### src/rtl/serial_parity_framer_pkg.sv
// ============================================================================
// serial_parity_framer_pkg : shared state encoding and parity helper
// Revision: 1.0
// ============================================================================
`timescale 1ns/1ps
`default_nettype none
package serial_parity_framer_pkg;

  typedef enum logic [1:0] {
    ST_IDLE  = 2'd0,
    ST_SHIFT = 2'd1,
    ST_PBIT  = 2'd2,
    ST_HOLD  = 2'd3
  } state_e;

  function automatic logic parity_of(input logic acc, input logic odd);
    return acc ^ odd;
  endfunction

endpackage
`default_nettype wire

### src/rtl/serial_parity_framer_parity_acc.sv
// ============================================================================
// parity_acc : 1-bit running XOR accumulator (clr loads d, en folds d in)
// Revision: 1.0
// ============================================================================
`timescale 1ns/1ps
`default_nettype none
module parity_acc (
  input  logic clk,
  input  logic rst_n,
  input  logic clr,
  input  logic en,
  input  logic d,
  output logic q
);

  always_ff @(posedge clk or negedge rst_n) begin
    if (!rst_n) begin
      q <= 1'b0;
    end else if (clr) begin
      q <= d;
    end else if (en) begin
      q <= q ^ d;
    end
  end

endmodule
`default_nettype wire

### src/rtl/serial_parity_framer.sv
// ============================================================================
// serial_parity_framer : serial-to-parallel framer with even/odd parity and
//                        optional received-parity check, valid/ready on both sides
// Revision: 1.0
// ============================================================================
`timescale 1ns/1ps
`default_nettype none
module serial_parity_framer
  import serial_parity_framer_pkg::*;
#(
  parameter int FRAME_LEN  = 8,
  parameter int CNT_W      = 4,
  parameter bit ODD_PARITY = 1'b0
) (
  input  logic                 clk,
  input  logic                 rst_n,
  input  logic                 in_valid,
  input  logic                 in_bit,
  output logic                 in_ready,
  input  logic                 check_en,
  output logic                 out_valid,
  input  logic                 out_ready,
  output logic [FRAME_LEN-1:0] out_data,
  output logic                 out_parity,
  output logic                 out_err,
  output logic                 busy
);

  state_e               state_q;
  logic [CNT_W-1:0]     cnt_q;
  logic [CNT_W-1:0]     cnt_d;
  logic                 chk_q;
  logic                 chk_d;
  logic                 err_q;
  logic                 par_q;
  logic                 acc_q;
  logic                 acc_d;
  logic [FRAME_LEN-1:0] data_q;
  logic                 frame_start;
  logic                 data_xfer;
  logic                 frame_done;

  assign in_ready  = (state_q != ST_HOLD);
  assign out_valid = (state_q == ST_HOLD);
  assign busy      = (state_q == ST_SHIFT) || (state_q == ST_PBIT);

  assign frame_start = in_valid && (state_q == ST_IDLE);
  assign data_xfer   = in_valid && ((state_q == ST_IDLE) || (state_q == ST_SHIFT));
  assign cnt_d       = cnt_q + 1'b1;
  assign chk_d       = frame_start ? check_en : chk_q;
  // Parity including the bit being accepted now, so it can be latched on the final data edge.
  assign acc_d       = (frame_start ? 1'b0 : acc_q) ^ in_bit;
  assign frame_done  = data_xfer && (cnt_d == CNT_W'(FRAME_LEN));

  parity_acc u_acc (
    .clk   (clk),
    .rst_n (rst_n),
    .clr   (frame_start),
    .en    (data_xfer && !frame_start),
    .d     (in_bit),
    .q     (acc_q)
  );

  always_ff @(posedge clk or negedge rst_n) begin
    if (!rst_n) begin
      state_q <= ST_IDLE;
      cnt_q   <= '0;
      chk_q   <= 1'b0;
      err_q   <= 1'b0;
      par_q   <= 1'b0;
      data_q  <= '0;
    end else begin
      case (state_q)
        ST_IDLE, ST_SHIFT: begin
          if (data_xfer) begin
            data_q <= (data_q << 1) | FRAME_LEN'(in_bit);
            cnt_q  <= cnt_d;
            chk_q  <= chk_d;
            if (frame_start) begin
              err_q <= 1'b0;
            end
            if (frame_done) begin
              par_q   <= parity_of(acc_d, ODD_PARITY);
              state_q <= chk_d ? ST_PBIT : ST_HOLD;
            end else begin
              state_q <= ST_SHIFT;
            end
          end
        end
        ST_PBIT: begin
          if (in_valid) begin
            err_q   <= (par_q != in_bit);
            state_q <= ST_HOLD;
          end
        end
        ST_HOLD: begin
          if (out_ready) begin
            cnt_q   <= '0;
            state_q <= ST_IDLE;
          end
        end
        default: state_q <= ST_IDLE;
      endcase
    end
  end

  assign out_data   = data_q;
  assign out_parity = par_q;
  assign out_err    = err_q;

endmodule
`default_nettype wire

### config.mk
export PLATFORM = sky130hd
export DESIGN_NAME = serial_parity_framer
export DESIGN_NICKNAME = d
export VERILOG_FILES = /design/src/rtl/serial_parity_framer_pkg.sv /design/src/rtl/serial_parity_framer_parity_acc.sv /design/src/rtl/serial_parity_framer.sv
export SDC_FILE = /design/constraint.sdc
export NUM_CORES = 1
export LEC_CHECK = 0
export BUFFER_PORTS_ARGS = -buffer_cell sky130_fd_sc_hd__buf_2
export CORE_ASPECT_RATIO = 2
export CORE_MARGIN = 2
export CORE_UTILIZATION = 29
export CTS_CLUSTER_DIAMETER = 50
export DETAILED_ROUTE_END_ITERATION = 10
export GPL_TIMING_DRIVEN = 0
export RECOVER_POWER = 100
export SYNTH_ARGS = -nofsm -noshare
export SYNTH_HDL_FRONTEND = slang
export SYNTH_HIERARCHICAL = 1
export SYNTH_SLANG_ARGS = --single-unit
### constraint.sdc
create_clock -name clk -period 2.85 [get_ports clk]
set_clock_uncertainty 0.1 [all_clocks]
set_input_delay 0 -clock clk [delete_from_list [all_inputs] [get_ports clk]]
set_output_delay 0 -clock clk [all_outputs]
set_load 0.03 [all_outputs]
==> results.yml <==
run_status:
  status: "finished clean"
logic_synthesis:
  synth_fp_nets: 94
  synth_seq_cells: 18
  synth_edf_count: 0
  synth_top_area_share_pct: 47.9
  avgSynthCellArea_um2: 11.5
  ys.warnings.count: 6
  netlist_area_um2: 940
  synth.top_cells.by_area: "dfrtp_1 48%, mux2_2 9.6%, ha_1 8.0%"
  synth.distinct_cells: 30
  synth_seq_area_share_pct: 47.9
  syn_inst: 82
  yosysTopAreaCell: "dfrtp_1"
  synth-async-reset-ratio_pct: 100
  ys.flop_type: "dfrtp_1"
critical_path:
  critical_path.top_delay_family: "simple AND/OR/NAND/NOR gates"
  path_buf_inv: 1
  required_ps: 2880
  startpoint_type: "register"
  crit_arrival_ps: 2450
  worst_path_largest_cell_delay_ps: 620
  crit_path_top_delay_cell: "or4_4"
  crit_path_max_fanout: 10
  critical_path_class: "reg -> reg"
  cp_cell_sequence: "inv_1 -> ha_1 -> o21ai_1 -> or4_4 -> nor2_2 -> mux2_1"
  end_kind: "register"
power_and_ir_drop:
  ir_drop_uv: 457
  p_sw_mw: 0.480
  p_seq_share_pct: 39.2
  internal-power_mw: 0.673
  leakagePower_nw: 0.514
  powerDensity_nw_per_um2: 1020
  clkPwrFrac_pct: 17.9
  power_mw: 1.15
  swShare_pct: 41.6
  pwr-share-comb_pct: 42.8
routing:
  drc: 0
  via_count: 657
  ant_nets: 0
  routedWlPerCell_um: 13.3
  drt_iter0_markers: 8
  drt-vias-per-instance: 4.76
  dr.pass1.iters: 5
  routed_wl_um: 1830
placed_design:
  place.gp.congestion: 0.811
  portBuffers: 18
  hpwl_um: 1380
timing:
  rsz0062_at_grt: "false"
  fmax_mhz: 413
  tns_ps: 0
  post-route-min-period_ps: 2420
  finalMaxSlewViolations: 0
  hold_viol_final: 0
  worst_hold_slack_ps: 54.4
  fin_crit_sh_pct: 84.9
  slew_headroom_pct: 34.9
  setup_viol: 0
  tightest_slew_ps: 977
run:
  maxCapViolations: 0
worst_hold_path:
  hold_class: "in -> reg"
floorplanning:
  fp-row-count: 29
  start_util_pct: 30.1
  chipHeight_um: 84.5
  placeableCoreArea_um2: 3120
  die_w_um: 44.3
  dieArea_um2: 3740
  ios: 19
cells_and_area:
  areaGrowthSynthToFinish_pct: 19.7
  finalNetCount: 120
  antenna_cells: 0
  layout-drive-gt1-share_pct: 17.8
grt:
  gr-total-overflow: 0
  antenna_found_initial: 0
  grt_start_max_net_pins: 19
  grt_pass1_vias: 748
  grt_use_total_pct: 11.2
  grt_pass1_wl_um: 3170
cts:
  cts_resized: 0
  clock-sinks: 18
  clk_pin_slew_ps: 70
  ctsRootBufferMaster: "clkbuf_8"
  insertion_delay_ps: 250
  clock_path_buffers: 2
  h-tree-depth: 1
  numCtsBuffers: 3
  cts_tree: "done"
-- power by group through the flow --
stage / clock network, mW / logic (mW) / registers, mW
final: 0.207 / 0.494 / 0.452
after global routing: 0.224 / 0.546 / 0.466
after CTS: 0.214 / 0.527 / 0.450
after detailed placement: 0 / 0.523 / 0.454
after global placement: 0 / 0.511 / 0.446
after floorplan: 0 / 0.266 / 0.569
-- cells by family (layout without fill, tap and decap cells) --
logic type,count (synthesis),after routing,share of synthesized area [%]
xor gates and xnor gates,3,3,2.80
adders and majority gates,6,6,7.99
buffers and inverters,10,35,4.13
muxes,12,12,14.2
and+or+nand+nor,20,20,12.0
DFF,18,18,47.9
AOI/OAI and AO/OA,13,13,10.9
-- routing by layer --
layer	global-route usage, %	up-vias	wire, um
met3	1.94	2	52
met1	12.2	314	776
li1	-	330	-
met5	0	-	0
met2	20.3	11	981
met4	4.13	0	22
-- cell usage after synthesis (2+ instances only) --
master / instances
xor2_1: 2
a21oi_1: 3
mux2_2: 8
ha_1: 6
nand2_1: 2
nand3_1: 3
o31ai_1: 2
nor2b_1: 3
or3_1: 2
inv_1: 8
dfrtp_1: 18
nor2_1: 5
mux2_1: 3
-- final cells by class --
type / count / area [um2]
Fill cell: 324 / 2000
Inverter: 10 / 38.8
Tap cell: 31 / 38.8
Multi-Input combinational cell: 54 / 439
Clock buffer: 4 / 55.1
Timing Repair Buffer: 21 / 103
Sequential cell: 18 / 450
-- through the flow --
stage | instances | area, um2 | util (%) | worst slack, ps
floorplan | 82 | 940 | - | 783
global placement | 131 | 1070 | 34.2 | 624
detailed placement | 131 | 1070 | 34.2 | 595
CTS | 138 | 1150 | 37.0 | 585
global route | 138 | 1120 | 36.0 | 247
finish | 138 | 1120 | 36.0 | 429
-- worst register-to-register path, delay by kind of cell, from the launching register on --
family                   cells  cell delay (ps)
AND/OR/NAND/NOR              2              750
flip-flops                   1              440
multiplexers                 1              330
AO/OA/AOI/OAI                1              290
adder cells (fa/ha/maj)      1              240
buffers and inverters        1              160
-- sequential cells by signal (all words and copies together), names as in the netlist --
| name | flops |
|---|---|
| chk_q | 1 |
| cnt_q | 4 |
| out_data | 8 |
| out_err | 1 |
| out_parity | 1 |
| state_q | 2 |
| u_acc/q | 1 |
-- cells in the final DEF, fill, tap and decap left out --
cell type,synthesis,final
a21oi_1,3,3
a2bb2oi_1,1,1
a31o_1,1,1
a31oi_1,1,1
buf_2,0,4
clkbuf_1,0,14
clkbuf_8,0,4
clkinvlp_2,1,1
dfrtp_1,18,18
dlygate4sd3_1,0,3
ha_1,6,6
inv_1,8,9
mux2_1,3,3
mux2_2,8,8
mux2i_1,1,1
nand2_1,2,2
nand2b_1,1,1
nand3_1,3,3
nand4b_1,1,1
nor2_1,5,5
nor2_2,1,1
nor2b_1,3,3
o211a_1,1,1
o21ai_0,1,1
o21ai_1,0,1
o221a_1,0,1
o22ai_1,1,1
o31ai_1,2,2
or2b_1,1,1
or3_1,2,2
or4_4,1,1
xnor2_1,1,1
xor2_1,2,2
-- path summary, 6_finish.rpt --
kind	cells after the start	endpoint	slack (ps)	startpoint
min in group asynchronous	2	out_err	320	rst_n
worst min-delay path	5	out_err	50	in_valid
worst min register to register	2	chk_q	410	chk_q
max in group asynchronous	2	out_parity	1740	rst_n
worst max-delay path	6	out_parity	430	state_q[1]
worst max register to register	6	out_parity	430	state_q[1]
-- what timing repair did --
| item | CTS | global route |
|---|---|---|
| endpoints found under the setup margin | 0 | 0 |
| hold buffers | 3 | 0 |
| setup buffers | 0 | 0 |
| hold endpoints to repair | 21 | 0 |
Power figures use the tool's default switching activity.
